<file path="config.mk">
export PLATFORM = sky130hd
export DESIGN_NAME = nicotb_event_queue
export DESIGN_NICKNAME = d
export VERILOG_FILES = /design/src/rtl/nicotb_evt_pkg.sv /design/src/rtl/nicotb_evt_fifo.sv /design/src/rtl/nicotb_event_queue.sv
export SDC_FILE = /design/constraint.sdc
export NUM_CORES = 1
export LEC_CHECK = 0
export ABC_CLOCK_PERIOD_IN_PS = 3670
export CORE_ASPECT_RATIO = 1.25
export CORE_MARGIN = 4
export CORE_UTILIZATION = 40
export CTS_CLUSTER_SIZE = 16
export DETAILED_ROUTE_END_ITERATION = 10
export GPL_TIMING_DRIVEN = 0
export HOLD_SLACK_MARGIN = 0.08
export SYNTH_ARGS = -nofsm -noshare
export SYNTH_HDL_FRONTEND = slang
export SYNTH_SLANG_ARGS = --single-unit
</file>
<file path="constraint.sdc">
create_clock -name clk -period 3.67 [get_ports clk]
set_input_delay 0.367 -clock clk [delete_from_list [all_inputs] [get_ports clk]]
set_output_delay 0.367 -clock clk [all_outputs]
set_load 0.02 [all_outputs]
</file>
<file path="src/rtl/nicotb_evt_pkg.sv">
// Shared types for the Nicotb event queue: edge modes, channel states, helpers.
package nicotb_evt_pkg;

  typedef enum logic [1:0] {
    MODE_OFF = 2'b00,
    MODE_POS = 2'b01,
    MODE_NEG = 2'b10,
    MODE_ANY = 2'b11
  } mode_e;

  typedef enum logic [1:0] {
    CH_IDLE  = 2'd0,
    CH_DELAY = 2'd1,
    CH_PEND  = 2'd2
  } ch_state_e;

  // Channel index width, never narrower than one bit.
  function automatic int ch_idx_w(input int nch);
    return (nch > 1) ? $clog2(nch) : 1;
  endfunction

  function automatic logic edge_sel(input mode_e m, input logic pos, input logic neg);
    case (m)
      MODE_POS: return pos;
      MODE_NEG: return neg;
      MODE_ANY: return pos | neg;
      default:  return 1'b0;
    endcase
  endfunction

endpackage

</file>
<file path="src/rtl/nicotb_evt_fifo.sv">
// DEPTH-entry synchronous FIFO; a push into a full FIFO is taken when a pop frees a slot the same cycle.
module nicotb_evt_fifo #(
  parameter  int W     = 8,
  parameter  int DEPTH = 8,
  localparam int AW    = $clog2(DEPTH),
  localparam int LW    = AW + 1
) (
  input  logic          clk,
  input  logic          rst,
  input  logic          push_i,
  input  logic [W-1:0]  din_i,
  input  logic          rdy_i,
  output logic          can_push_o,
  output logic          valid_o,
  output logic [W-1:0]  dout_o,
  output logic [LW-1:0] level_o
);

  logic [W-1:0]  mem_q [DEPTH];
  logic [AW-1:0] wr_q, wr_d, rd_q, rd_d;
  logic [LW-1:0] level_q, level_d;
  logic          do_push, do_pop;

  always_comb begin
    do_pop     = (level_q != '0) && rdy_i;
    can_push_o = (level_q != LW'(DEPTH)) || do_pop;
    do_push    = push_i && can_push_o;
    wr_d       = do_push ? wr_q + 1'b1 : wr_q;
    rd_d       = do_pop  ? rd_q + 1'b1 : rd_q;
    level_d    = level_q + LW'(do_push) - LW'(do_pop);
  end

  always_ff @(posedge clk or negedge rst) begin
    if (!rst) begin
      wr_q    <= '0;
      rd_q    <= '0;
      level_q <= '0;
    end else begin
      wr_q    <= wr_d;
      rd_q    <= rd_d;
      level_q <= level_d;
    end
  end

  // Storage needs no reset: the head is masked while the FIFO is empty.
  always_ff @(posedge clk) begin
    if (do_push) mem_q[wr_q] <= din_i;
  end

  assign valid_o = (level_q != '0);
  assign dout_o  = valid_o ? mem_q[rd_q] : '0;
  assign level_o = level_q;

endmodule

</file>
<file path="src/rtl/nicotb_event_queue.sv">
// Multi-channel edge/condition event capture with per-channel delay, round-robin
// arbitration into a timestamped FIFO drained over a valid/ready stream.
module nicotb_event_queue
  import nicotb_evt_pkg::*;
#(
  parameter  int NCH   = 4,
  parameter  int DEPTH = 8,
  parameter  int TSW   = 16,
  parameter  int DLYW  = 4,
  localparam int CW    = ch_idx_w(NCH),
  localparam int LW    = $clog2(DEPTH) + 1
) (
  input  logic                 clk,
  input  logic                 rst,
  input  logic [NCH-1:0]       sig_i,
  input  logic [NCH-1:0]       cond_i,
  input  logic [2*NCH-1:0]     mode_i,
  input  logic [NCH*DLYW-1:0]  dly_i,
  output logic                 evt_valid,
  input  logic                 evt_ready,
  output logic [CW-1:0]        evt_ch,
  output logic [TSW-1:0]       evt_ts,
  output logic [LW-1:0]        level,
  output logic                 ovf,
  input  logic                 ovf_clr
);

  typedef struct packed {
    logic [CW-1:0]  ch;
    logic [TSW-1:0] ts;
  } evt_t;

  logic [TSW-1:0]           now_q, now_d;
  logic [NCH-1:0]           sig_q, sig_d;
  logic                     arm_q, arm_d;
  logic [CW-1:0]            rr_q, rr_d;
  logic                     ovf_q, ovf_d;

  logic [NCH-1:0]           pos, neg, hit, pend, gnt, drop;
  logic [NCH-1:0][TSW-1:0]  cts;
  logic                     gnt_any, can_push;
  logic [CW-1:0]            gnt_idx;
  evt_t                     push_ent, head_ent;

  assign pos = sig_i & ~sig_q;
  assign neg = ~sig_i & sig_q;

  for (genvar c = 0; c < NCH; c++) begin : g_ch
    ch_state_e       st_q, st_d;
    logic [DLYW-1:0] cnt_q, cnt_d, dly;
    logic [TSW-1:0]  stamp_q, stamp_d;
    logic            start, drop_c;

    assign dly    = dly_i[c*DLYW +: DLYW];
    assign hit[c] = arm_q & cond_i[c] & edge_sel(mode_e'(mode_i[2*c +: 2]), pos[c], neg[c]);

    // A channel restarts when idle, or when its pending event leaves this very cycle.
    always_comb begin
      st_d    = st_q;
      cnt_d   = cnt_q;
      stamp_d = stamp_q;
      start   = hit[c] && ((st_q == CH_IDLE) || (st_q == CH_PEND && gnt[c]));
      drop_c  = hit[c] && !start;
      case (st_q)
        CH_DELAY: begin
          if (cnt_q == DLYW'(1)) st_d = CH_PEND;
          else                   cnt_d = cnt_q - 1'b1;
        end
        CH_PEND:  if (gnt[c]) st_d = CH_IDLE;
        default:  st_d = st_q;
      endcase
      if (start) begin
        stamp_d = now_q;
        if (dly == '0) begin
          st_d = CH_PEND;
        end else begin
          st_d  = CH_DELAY;
          cnt_d = dly;
        end
      end
    end

    always_ff @(posedge clk or negedge rst) begin
      if (!rst) begin
        st_q    <= CH_IDLE;
        cnt_q   <= '0;
        stamp_q <= '0;
      end else begin
        st_q    <= st_d;
        cnt_q   <= cnt_d;
        stamp_q <= stamp_d;
      end
    end

    assign pend[c] = (st_q == CH_PEND);
    assign drop[c] = drop_c;
    assign cts[c]  = stamp_q;
  end

  // Round-robin search from rr_q; nothing is granted while the FIFO cannot take it.
  always_comb begin
    logic [CW-1:0] idx;
    gnt     = '0;
    gnt_any = 1'b0;
    gnt_idx = '0;
    idx     = '0;
    for (int i = 0; i < NCH; i++) begin
      idx = CW'((int'(rr_q) + i) % NCH);
      if (!gnt_any && pend[idx] && can_push) begin
        gnt_any = 1'b1;
        gnt_idx = idx;
      end
    end
    if (gnt_any) gnt[gnt_idx] = 1'b1;
    push_ent.ch = gnt_idx;
    push_ent.ts = cts[gnt_idx];
  end

  always_comb begin
    now_d = now_q + 1'b1;
    sig_d = sig_i;
    arm_d = 1'b1;
    rr_d  = rr_q;
    if (gnt_any) rr_d = (gnt_idx == CW'(NCH - 1)) ? '0 : gnt_idx + 1'b1;
    ovf_d = ovf_q;
    if (|drop)        ovf_d = 1'b1;
    else if (ovf_clr) ovf_d = 1'b0;
  end

  always_ff @(posedge clk or negedge rst) begin
    if (!rst) begin
      now_q <= '0;
      sig_q <= '0;
      arm_q <= 1'b0;
      rr_q  <= '0;
      ovf_q <= 1'b0;
    end else begin
      now_q <= now_d;
      sig_q <= sig_d;
      arm_q <= arm_d;
      rr_q  <= rr_d;
      ovf_q <= ovf_d;
    end
  end

  nicotb_evt_fifo #(
    .W     ($bits(evt_t)),
    .DEPTH (DEPTH)
  ) u_fifo (
    .clk        (clk),
    .rst        (rst),
    .push_i     (gnt_any),
    .din_i      (push_ent),
    .rdy_i      (evt_ready),
    .can_push_o (can_push),
    .valid_o    (evt_valid),
    .dout_o     (head_ent),
    .level_o    (level)
  );

  assign evt_ch = head_ent.ch;
  assign evt_ts = head_ent.ts;
  assign ovf    = ovf_q;

endmodule

</file>
==> results.tsv, run 1 <==
stage	metric	value	unit
clock_tree	cts_tree	done	
sta	maxSlewHeadroom	30.8	%
route	drt-initial-drc-count	275	
sta	maxSlewViolCount	0	
sta	setup_violations	0	
global_routing	antenna_found_initial	0	
power_and_ir_drop	p_leak	5.73	nW
critical_path	cp-end-kind	output port	
cells_and_area	nNetsFinal	969	
clock_tree	cts.path.max_buffers	3	
global_routing	grt_pass1_wl	38100	um
die	initial_core_util	40.5	%
logic_synthesis	yosysSeqAreaShare	62.2	%
logic_synthesis	postSynth.asyncResetShare	45.9	%
placed_design	place_inst	1271	
global_routing	grt.met1_usage	19.0	%
global_routing	gr-total-overflow	0	
logic_synthesis	synthesis.nets	867	
sta	rsz0062_at_grt	false	
logic_synthesis	synth_top_area_share	36.5	%
sta	fin_crit_sh	92.7	%
power_and_ir_drop	power.density	774	nW/um2
route	drtAntennaViolNets	0	
logic_synthesis	synth.avg_cell_area	14.7	um2
die	top_level_ports	60	
sta	worst_pin_slew	1030	ps
critical_path	crit_type	flop to output port	
logic_synthesis	synth_seq_cells	266	
clock_tree	clockRootBuffer	clkbuf_16	
die	core_area	29300	um2
critical_path	cp.arrival	3030	ps
logic_synthesis	yosysUniqueCellTypes	65	
flow_run	max-cap-violations	0	
critical_path	crit_required	3300	ps
global_routing	grt_pass1_vias	7003	
power_and_ir_drop	ir_drop	453	uV
die	die_x	162	um
logic_synthesis	synth_ff_type	edfxtp_1	
logic_synthesis	netlist_top_cells_area	edfxtp_1, dfrtp_1, mux4_2	
logic_synthesis	netlist_instances	804	
global_routing	grtUsageMet2	26.4	%
clock_tree	cts_setup_buffers	0	
logic_synthesis	yosysTopAreaCell	edfxtp_1	
outcome	status	complete, no violations	
logic_synthesis	synth_warnings	0	
hold_path	min-delay-path-class	input pin to asynchronous set/reset pin	
cells_and_area	drive_gt1_share	16.3	%
critical_path	cp_max_fo	10	
clock_tree	clkSinkCount	266	
die	die_h	200	um
global_routing	top_usage_layer	met2	
sta	tns	0	ps
logic_synthesis	synth_common_cells	edfxtp_1, dfrtp_1, mux2i_1	
logic_synthesis	synth_most_common_cell	edfxtp_1	
global_routing	grt_start_max_net_pins	76	
clock_tree	ctsHtreeMaxLevel	1	
logic_synthesis	synth-edff-count	144	
route	drt-total-wl	23500	um
route	vias	6660	
sta	whs	344	ps
critical_path	worst_setup_path_start_kind	flop	
placed_design	hpwl	16100	um
sta	hold_viol_final	0	
clock_tree	numCtsBuffers	28	
sta	finalClockSkew	9.18	ps
placed_design	portBuffers	59	
die	placementRows	70	
clock_tree	clk_pin_slew_worst_paths	60	ps
cells_and_area	syn_to_final_growth	18.9	%
cells_and_area	antenna_cells	0	
sta	fmax	294	MHz
global_routing	grt.total_usage	14.7	%
route	drcViolationCount	0	
sta	period_needed	3400	ps
global_routing	use_met3	1.66	%
route	wl_per_cell	17.8	um
route	dr.pass1.iters	4	
cells_and_area	instances_no_fill	1323	
placed_design	gp_congestion	0.782	
die	dieArea	32500	um2
route	drt-vias-per-instance	5.03	
logic_synthesis	netlist_area	11900	um2
clock_tree	clock_latency	530	ps
==> worst paths after layout <==
check / start / endpoint / slack [ps] / cells after the start
min in group clk: sig_i[3] / sig_q[3] / 350 / 1
min reg2reg: g_ch[3].stamp_q[0] / g_ch[3].stamp_q[0] / 490 / 2
max reg2reg: g_ch[0].st_q[0] / g_ch[3].stamp_q[3] / 290 / 13
min: rst / g_ch[2].stamp_q[9] / 340 / 2
max in group asynchronous: rst / ovf / 2560 / 3
max: u_fifo.rd_q[1] / evt_ts[15] / 270 / 6
==> kinds of logic after synthesis <==
logic type | Yosys count | share of synthesized area (%)
AO/OA/AOI/OAI | 78 | 4.32
AND/OR/NAND/NOR | 157 | 6.76
buffers and inverters | 86 | 3.16
flip-flops | 266 | 62.2
XOR/XNOR | 26 | 1.92
adder cells (fa/ha/maj) | 27 | 2.91
other | 1 | 0.0316
multiplexers | 163 | 18.7
==> layout by cell type (no fill, tap or decap), types with 5 or more instances in the layout <==
cell	instances
mux2_1	46
xor2_1	8
inv_1	50
a21oi_1	20
buf_2	6
nor3_1	10
buf_6	8
nor2_1	37
o21ai_0	6
mux2_4	14
inv_2	5
xnor2_1	18
edfxtp_1	144
dfrtp_1	122
o22ai_1	15
mux2i_1	66
buf_4	9
nor2b_1	11
clkdlybuf4s50_1	58
ha_1	26
o21ai_1	9
mux4_2	36
nand4_1	6
clkbuf_1	16
nand2_1	35
nand2b_1	10
nand3_1	8
clkbuf_16	29
==> layer usage <==
metal / vias up / routed length (um)
met5: - / 0
met2: 110 / 12200
met3: 30 / 758
li1: 3172 / -
met4: 0 / 365
met1: 3348 / 10200
==> power by group <==
part,internal (W),switching (W)
registers,0.00397,0.000292
logic,0.00174,0.00213
clock network,0.00163,0.00113
==> cell type report <==
class                      count  area [um2]
clock inverter                13         126
tap                          396         495
timing repair buffer          72         774
clock buffer                  38         779
sequential                   266        7380
fill                        2572       15200
inverter                      55         206
multi-input combinational    452        4140
buffer                        31         185
==> what timing repair did <==
item	in CTS	in global routing
gates resized for setup	6	4
endpoints found under the hold margin	47	0
hold buffers	1	0
setup endpoints to repair	18	12
==> per-stage QoR <==
| step | setup slack (ps) | cell area (um2) | util, % | total power, W |
|---|---|---|---|---|
| 2_1_floorplan | 222 | 11900 | - | 0.00685 |
| 3_3_place_gp | -2830 | 12900 | 44.2 | 0.00809 |
| 3_5_place_dp | -181 | 13100 | 44.9 | 0.00825 |
| 4_1_cts | 52.1 | 14100 | 48.1 | 0.0111 |
| 5_1_grt | 8.62 | 14100 | 48.2 | 0.0115 |
| 6_report | 268 | 14100 | 48.2 | 0.0109 |
==> flip-flops by register name, indices dropped and copies added, names as in the netlist <==
name and cells:
u_fifo.rd_q 3, g_ch.stamp_q 64, sig_q 4, arm_q 1, g_ch.st_q 8, rr_q 2
u_fifo.mem_q 144, u_fifo.wr_q 3, u_fifo.level_o 4, g_ch.cnt_q 16, now_q 16, ovf 1
==> critical path, stage by stage, from the launching register on <==
cell	delay (ps)
dfrtp_1	350
clkbuf_1	510
clkbuf_2	430
mux4_2	360
mux2i_1	230
nor2_1	70
clkdlybuf4s50_1	560
Power figures use the tool's default switching activity.
==> run 2, diff against run 1 <==
--- a/config.mk
+++ b/config.mk
@@ -7,12 +7,13 @@
 export LEC_CHECK = 0
 export ABC_CLOCK_PERIOD_IN_PS = 3670
 export CORE_ASPECT_RATIO = 1.25
-export CORE_MARGIN = 4
-export CORE_UTILIZATION = 40
+export CORE_UTILIZATION = 59
 export CTS_CLUSTER_SIZE = 16
 export DETAILED_ROUTE_END_ITERATION = 10
 export GPL_TIMING_DRIVEN = 0
 export HOLD_SLACK_MARGIN = 0.08
+export PLACE_DENSITY = 0.78
 export SYNTH_ARGS = -nofsm -noshare
 export SYNTH_HDL_FRONTEND = slang
+export SYNTH_HIERARCHICAL = 1
 export SYNTH_SLANG_ARGS = --single-unit
==> run 2 against run 1 <==
Synthesized cell count is 5.7% lower. Utilization is 22 points higher. Largest cell class unchanged. Highest routed layer unchanged. Critical endpoint is now u_fifo/mem_q[5][3]. Worst hold slack worse by 78 ps.
==> results.tsv, run 2 <==
stage	metric	value	unit	change
sta	maxSlewViolCount	0		unchanged
sta	tns	0	ps	unchanged
power_and_ir_drop	power.density	792	nW/um2	+2.4%
cells_and_area	nNetsFinal	919		-5.2%
clock_tree	ctsHtreeMaxLevel	1		unchanged
logic_synthesis	synth_seq_cells	266		unchanged
critical_path	reg2reg_depth	8		-5
sta	whs	266	ps	-78.0 ps
cells_and_area	antenna_cells	0		unchanged
cells_and_area	largestRegisters	u_fifo/mem_q x144, g_ch.stamp_q x64		
sta	fmax	295	MHz	+0.48%
sta	hold_viol_final	0		unchanged
global_routing	gr-total-overflow	0		unchanged
logic_synthesis	yosysTopAreaCell	edfxtp_1		
clock_tree	numCtsBuffers	25		-11%
clock_tree	clk_pin_slew_worst_paths	60	ps	about the same
cells_and_area	instances_no_fill	1141		-14%
die	die_h	160	um	-20%
critical_path	cp-end-kind	flop		
sta	setup_violations	0		unchanged
sta	fin_crit_sh	92.2	%	-0.44 points
route	wl_per_cell	21.8	um	+22%
die	top_level_ports	60		unchanged
power_and_ir_drop	p_leak	5.31	nW	-7.3%
placed_design	hpwl	16700	um	+4.0%
critical_path	max_stage_delay	750	ps	+190 ps
logic_synthesis	yosysUniqueCellTypes	65		unchanged
global_routing	antenna_found_initial	0		unchanged
power_and_ir_drop	clkPwrFrac	22.1	%	-3.3 points
die	core_area	19500	um2	-33%
logic_synthesis	synthesis.nets	819		-5.5%
placed_design	portBuffers	59		unchanged
critical_path	r2r_start	u_fifo/level_o[2]		
critical_path	crit_slowest_cell	nor2_2		
global_routing	grt.total_usage	25.1	%	+10 points
placed_design	place_inst	1093		-14%
power_and_ir_drop	pwr-share-seq	39.9	%	+0.8 points
critical_path	reg2reg_to	u_fifo/mem_q[5][3]		
clock_tree	clkSinkCount	266		unchanged
power_and_ir_drop	finalPower	0.0109	W	-0.32%
die	initial_core_util	60.5	%	+20 points
route	drcViolationCount	0		unchanged
logic_synthesis	synth_most_common_cell	edfxtp_1		
die	placementRows	57		-19%
power_and_ir_drop	p_int	0.00720	W	-1.9%
die	die_x	129	um	-21%
global_routing	grt_start_max_net_pins	102		+34%
power_and_ir_drop	ir_drop	433	uV	-4.6%
logic_synthesis	postSynth.asyncResetShare	45.9	%	unchanged
flow_run	max-cap-violations	0		unchanged
logic_synthesis	synth_ff_type	edfxtp_1		
hold_path	min-delay-path-class	input pin to asynchronous set/reset pin		
logic_synthesis	yosysSeqAreaShare	62.4	%	+0.18 points
die	dieArea	20600	um2	-37%
sta	finalClockSkew	15.8	ps	+6.63 ps
power_and_ir_drop	switching_share	33.7	%	+1.1 points
cells_and_area	final_cell_mix	edfxtp_1, dfrtp_1, clkdlybuf4s50_1, mux2_2, mux2i_1		
power_and_ir_drop	power.switching	0.00366	W	+2.9%
logic_synthesis	synth.avg_cell_area	15.6	um2	+5.8%
logic_synthesis	synth_warnings	6		+6
sta	period_needed	3390	ps	-16.3 ps
global_routing	grt_pass1_wl	39000	um	+2.5%
route	drt-initial-drc-count	513		+87%
critical_path	r2r_setup_slack	280	ps	about the same
power_and_ir_drop	p_comb_share	38.0	%	+2.5 points
sta	worst_pin_slew	1210	ps	+176 ps
route	vias	6794		+2.0%
route	drt-vias-per-instance	5.95		+18%
route	dr.pass1.iters	5		+1
critical_path	crit_required	3890	ps	+590 ps
clock_tree	clockRootBuffer	clkbuf_16		
logic_synthesis	netlist_top_cells_area	edfxtp_1, dfrtp_1, mux4_2		
cells_and_area	syn_to_final_growth	16.1	%	
clock_tree	clock_latency	510	ps	-20 ps
cells_and_area	drive_gt1_share	22.4	%	+6.1 points
critical_path	worst_setup_path_start_kind	flop		
logic_synthesis	netlist_area	11800	um2	-0.29%
logic_synthesis	synth_common_cells	edfxtp_1, dfrtp_1, mux2_2, mux2i_1, mux4_2		
cells_and_area	final_common_cell	edfxtp_1		
cells_and_area	largest_reg_flops	144		unchanged
logic_synthesis	netlist_instances	758		-5.7%
cells_and_area	largest-register	u_fifo/mem_q		
outcome	status	complete, no violations		
route	drt-total-wl	24800	um	+5.5%
critical_path	crit_type	flop to flop		
logic_synthesis	synth_top_area_share	36.6	%	+0.10 points
placed_design	gp_congestion	0.895		+14%
critical_path	cp_max_fo	10		unchanged
clock_tree	cts.path.max_buffers	3		unchanged
sta	maxSlewHeadroom	18.4	%	-12 points
critical_path	path_cells	inv_1 -> ha_1 -> nand2b_1 -> nand3_1 -> o41a_1 -> o311ai_0 -> nor2_2 -> buf_8		
clock_tree	cts_tree	done		
sta	rsz0062_at_grt	false		
global_routing	grt_pass1_vias	7239		+3.4%
route	drtAntennaViolNets	0		unchanged
critical_path	cp.arrival	3600	ps	+570 ps
logic_synthesis	synth-edff-count	144		unchanged
run 2: layout make-up:
class	count	area, um2
Fill cell	1295	5820
Inverter	31	116
Tap cell	265	332
Clock inverter	14	100
Timing Repair Buffer	73	776
Multi-Input combinational cell	429	4190
Clock buffer	31	648
Buffer	32	183
Sequential cell	266	7380
run 2: per-stage QoR:
step                utilization (%)  cell area, um2  setup WS [ps]
finish                         70.2           13700            284
global route                   70.2           13700            137
CTS                            70.1           13700            151
detailed placement             66.2           12900           2.59
global placement               65.2           12700          -2340
floorplan                         -           11800            287
run 2: power groups by stage:
stage / registers, W / logic [W] / clock network, W
2_1_floorplan: 0.00430 / 0.00270 / 0
3_3_place_gp: 0.00432 / 0.00380 / 0
3_5_place_dp: 0.00438 / 0.00409 / 0
4_1_cts: 0.00434 / 0.00413 / 0.00245
5_1_grt: 0.00439 / 0.00442 / 0.00257
6_report: 0.00434 / 0.00412 / 0.00240
run 2: timing repair:
action | in CTS | in global routing
pin swaps | 0 | 1
gates resized for setup | 1 | 0
endpoints found under the setup margin | 7 | 9
buffers inserted | 0 | 2
gates cloned | 0 | 0
hold buffers | 1 | 0
endpoints found under the hold margin | 21 | 0
run 2: worst max-delay path, delay by kind of cell, from the launching register on:
kind            cells  cell delay, ps
compound gates      2            1030
fa+ha+maj           1             250
buf+inv             2             310
flops               1             340
simple gates        3            1130
run 2: how the worst max path moves through the flow:
stage | from | endpoint | slack (ps)
global route | u_fifo/level_o[2] | u_fifo/mem_q[5][15] | 140
detailed placement | evt_ready | u_fifo/mem_q[1][3] | 3
finish | u_fifo/level_o[2] | u_fifo/mem_q[5][3] | 280
floorplan | u_fifo/level_o[2] | u_fifo/mem_q[1][0] | 290
CTS | u_fifo/level_o[2] | u_fifo/mem_q[1][5] | 150
global placement | rst | u_fifo/rd_q[2] | -2340
run 2: metal layers:
metal | wire, um | vias to the layer above | part of all wire [%] | GRT usage, %
li1 | - | 3077 | - | -
met1 | 9740 | 3484 | 39 | 30.4
met2 | 13500 | 183 | 54 | 46.2
met3 | 857 | 50 | 3.4 | 2.48
met4 | 719 | 0 | 2.9 | 8.77
met5 | 0 | - | 0 | 0
run 2: cells by family after synthesis:
kind of cell / share of synthesized area (%)
multiplexers: 17.9
adder cells (fa/ha/maj): 2.71
AND/OR/NAND/NOR: 6.17
buffers and inverters: 2.53
XOR/XNOR: 2.30
other: 0.0317
flip-flops: 62.4
AO/OA/AOI/OAI: 5.94
==> run 3, diff against run 2 <==
--- a/config.mk
+++ b/config.mk
@@ -7,12 +7,11 @@
 export LEC_CHECK = 0
 export ABC_CLOCK_PERIOD_IN_PS = 3670
 export CORE_ASPECT_RATIO = 1.25
-export CORE_UTILIZATION = 59
+export CORE_UTILIZATION = 43
 export CTS_CLUSTER_SIZE = 16
 export DETAILED_ROUTE_END_ITERATION = 10
 export GPL_TIMING_DRIVEN = 0
 export HOLD_SLACK_MARGIN = 0.08
-export PLACE_DENSITY = 0.78
 export SYNTH_ARGS = -nofsm -noshare
 export SYNTH_HDL_FRONTEND = slang
 export SYNTH_HIERARCHICAL = 1
==> run 3 against run 2 <==
Worst hold slack got worse by 5.6 ps. Routed wire length decreased by 3.9%. Clock-buffer cell count increased by 5. Global-route usage decreased by 7.4 points. Flip-flop and latch count unchanged. Critical endpoint is now u_fifo/mem_q[7][2]. Largest cell class unchanged. Largest power group unchanged.
==> results.tsv, run 3 (synthesis results as in run 2) <==
stage	metric	value	unit	change
die	placementRows	67		+18%
outcome	status	complete, no violations		
route	top_layer	met4		
cells_and_area	nNetsFinal	919		unchanged
sta	period_needed	3400	ps	+13.0 ps
route	wl_met1	9680	um	-0.70%
die	core_area	26900	um2	+38%
global_routing	grt.total_usage	17.7	%	-7.4 points
route	vias	6588		-3.0%
sta	maxSlewViolCount	0		unchanged
global_routing	grt_start_max_net_pins	101		-0.98%
global_routing	gr-total-overflow	0		unchanged
global_routing	antenna_found_initial	0		unchanged
clock_tree	numCtsBuffers	26		+4.0%
critical_path	endpoint	u_fifo/mem_q[7][2]		
power_and_ir_drop	p_int	0.00733	W	+1.7%
power_and_ir_drop	switching_share	32.8	%	-0.86 points
route	wl_met3	772	um	-9.9%
power_and_ir_drop	power.switching	0.00358	W	-2.2%
placed_design	hpwl	16800	um	+0.30%
critical_path	cp.arrival	3630	ps	+30 ps
cells_and_area	largestRegisters	u_fifo/mem_q x144, g_ch.stamp_q x64		
sta	fin_crit_sh	92.6	%	+0.36 points
die	die_h	187	um	+17%
clock_tree	clkSinkCount	266		unchanged
critical_path	cp_max_fo	10		unchanged
route	drcViolationCount	0		unchanged
sta	setup_violations	0		unchanged
hold_path	min-delay-path-class	input pin to asynchronous set/reset pin		
critical_path	crit_required	3900	ps	about the same
power_and_ir_drop	p_comb_share	37.2	%	-0.8 points
cells_and_area	antenna_cells	0		unchanged
route	drt-total-wl	23900	um	-3.9%
sta	fmax	294	MHz	-0.38%
route	drt-initial-drc-count	307		-40%
clock_tree	cts.path.max_buffers	3		unchanged
route	drtAntennaViolNets	0		unchanged
cells_and_area	syn_to_final_growth	17.4	%	
cells_and_area	final_common_cell	edfxtp_1		
clock_tree	clock_latency	520	ps	about the same
power_and_ir_drop	finalPower	0.0109	W	+0.39%
die	initial_core_util	43.9	%	-17 points
critical_path	r2r_setup_slack	270	ps	about the same
clock_tree	cts_setup_buffers	0		unchanged
global_routing	grt_pass1_wl	38600	um	-1.2%
power_and_ir_drop	p_leak	5.35	nW	+0.61%
global_routing	grt_pass1_vias	7095		-2.0%
clock_tree	clockRootBuffer	clkbuf_16		
sta	maxSlewHeadroom	20.1	%	+1.7 points
critical_path	reg2reg_to	u_fifo/mem_q[7][2]		
critical_path	crit_path_start	u_fifo/level_o[2]		
power_and_ir_drop	power.density	786	nW/um2	-0.72%
sta	rsz0062_at_grt	false		
clock_tree	clk_pin_slew_worst_paths	60	ps	about the same
critical_path	worst_setup_path_start_kind	flop		
critical_path	r2r_start	u_fifo/level_o[2]		
placed_design	gp_congestion	0.736		-18%
clock_tree	ctsHtreeMaxLevel	1		unchanged
flow_run	max-cap-violations	0		unchanged
route	wl_met2	12900	um	-4.8%
die	top_level_ports	60		unchanged
placed_design	portBuffers	59		unchanged
power_and_ir_drop	pwr-share-seq	39.5	%	-0.4 points
sta	tns	0	ps	unchanged
sta	finalClockSkew	7.46	ps	-8.34 ps
sta	hold_viol_final	0		unchanged
route	drt-vias-per-instance	5.39		-9.5%
power_and_ir_drop	clkPwrFrac	23.3	%	+1.2 points
die	dieArea	28200	um2	+37%
sta	worst_pin_slew	1180	ps	-25.4 ps
die	die_x	150	um	+17%
cells_and_area	largest-register	u_fifo/mem_q		
critical_path	reg2reg_depth	8		unchanged
cells_and_area	final_cell_mix	edfxtp_1, dfrtp_1, clkdlybuf4s50_1, mux2_2, mux2i_1		
route	dr.pass1.iters	4		-1
power_and_ir_drop	ir_drop	273	uV	-37%
cells_and_area	largest_reg_flops	144		unchanged
clock_tree	cts_tree	done		
critical_path	crit_type	flop to flop		
critical_path	cp-end-kind	flop		
cells_and_area	drive_gt1_share	22.6	%	+0.20 points
route	wl_per_cell	19.5	um	-10%
==> run 3: cell types whose count changed in the layout (fill, tap and decap cells not counted), sizes merged <==
cell	delta
clkinvlp	-1
clkbuf	+5
buf	-1
clkinv	-2
==> run 3: critical path, cell delays in order, from the launching register on <==
cell	delay, ps
dfrtp_1	340
inv_1	80
ha_1	260
nand2b_1	180
nand3_1	240
o41a_1	550
o311ai_0	510
nor2_2	690
buf_8	240
==> run 3: how the worst min path moves through the flow <==
| stage | startpoint | slack (ps) | endpoint | depth (start not counted) |
|---|---|---|---|---|
| 2_1_floorplan | rst | 70 | arm_q | 0 |
| 4_1_cts | rst | 250 | g_ch[0].stamp_q[2] | 2 |
| 3_5_place_dp | rst | 240 | g_ch[0].stamp_q[2] | 1 |
| 3_3_place_gp | u_fifo/rd_q[2] | 480 | u_fifo/rd_q[2] | 1 |
| 5_1_grt | rst | 270 | g_ch[0].stamp_q[2] | 2 |
| 6_report | rst | 260 | g_ch[0].stamp_q[3] | 2 |
==> run 3: final cells by class <==
type	instances	area, um2
sequential	266	7380
clock buffer	36	729
fill	2194	13000
inverter	31	116
tap	345	432
clock inverter	11	80.1
multi-input combinational	429	4190
buffer	32	183
timing repair buffer	72	768
==> run 3: power groups by stage <==
stage / registers, W / logic (W) / clock network [W]
6_report: 0.00431 / 0.00406 / 0.00254
5_1_grt: 0.00437 / 0.00441 / 0.00271
4_1_cts: 0.00431 / 0.00413 / 0.00260
3_5_place_dp: 0.00436 / 0.00411 / 0
3_3_place_gp: 0.00432 / 0.00387 / 0
2_1_floorplan: 0.00430 / 0.00270 / 0
==> run 3: through the flow <==
stage,instances,worst slack [ps],cell area (um2),hold slack [ps],utilization [%]
3_3_place_gp,1162,-2520,12800,482,47.7
5_1_grt,1222,16.3,13900,270,51.6
2_1_floorplan,758,287,11800,71.4,-
3_5_place_dp,1174,115,13100,238,48.5
6_report,1222,271,13900,261,51.6
4_1_cts,1222,219,13900,250,51.6
==> run 3: routing by layer <==
metal,vias to the layer above,global-route usage [%]
met5,-,0
met4,0,4.97
met3,42,2.02
met2,118,33.1
met1,3336,20.9
li1,3092,-
==> run 3: what timing repair did <==
item,4_1_cts,5_1_grt
gates resized for setup,1,0
hold endpoints to repair,22,0
setup endpoints to repair,10,0
hold buffers,1,0
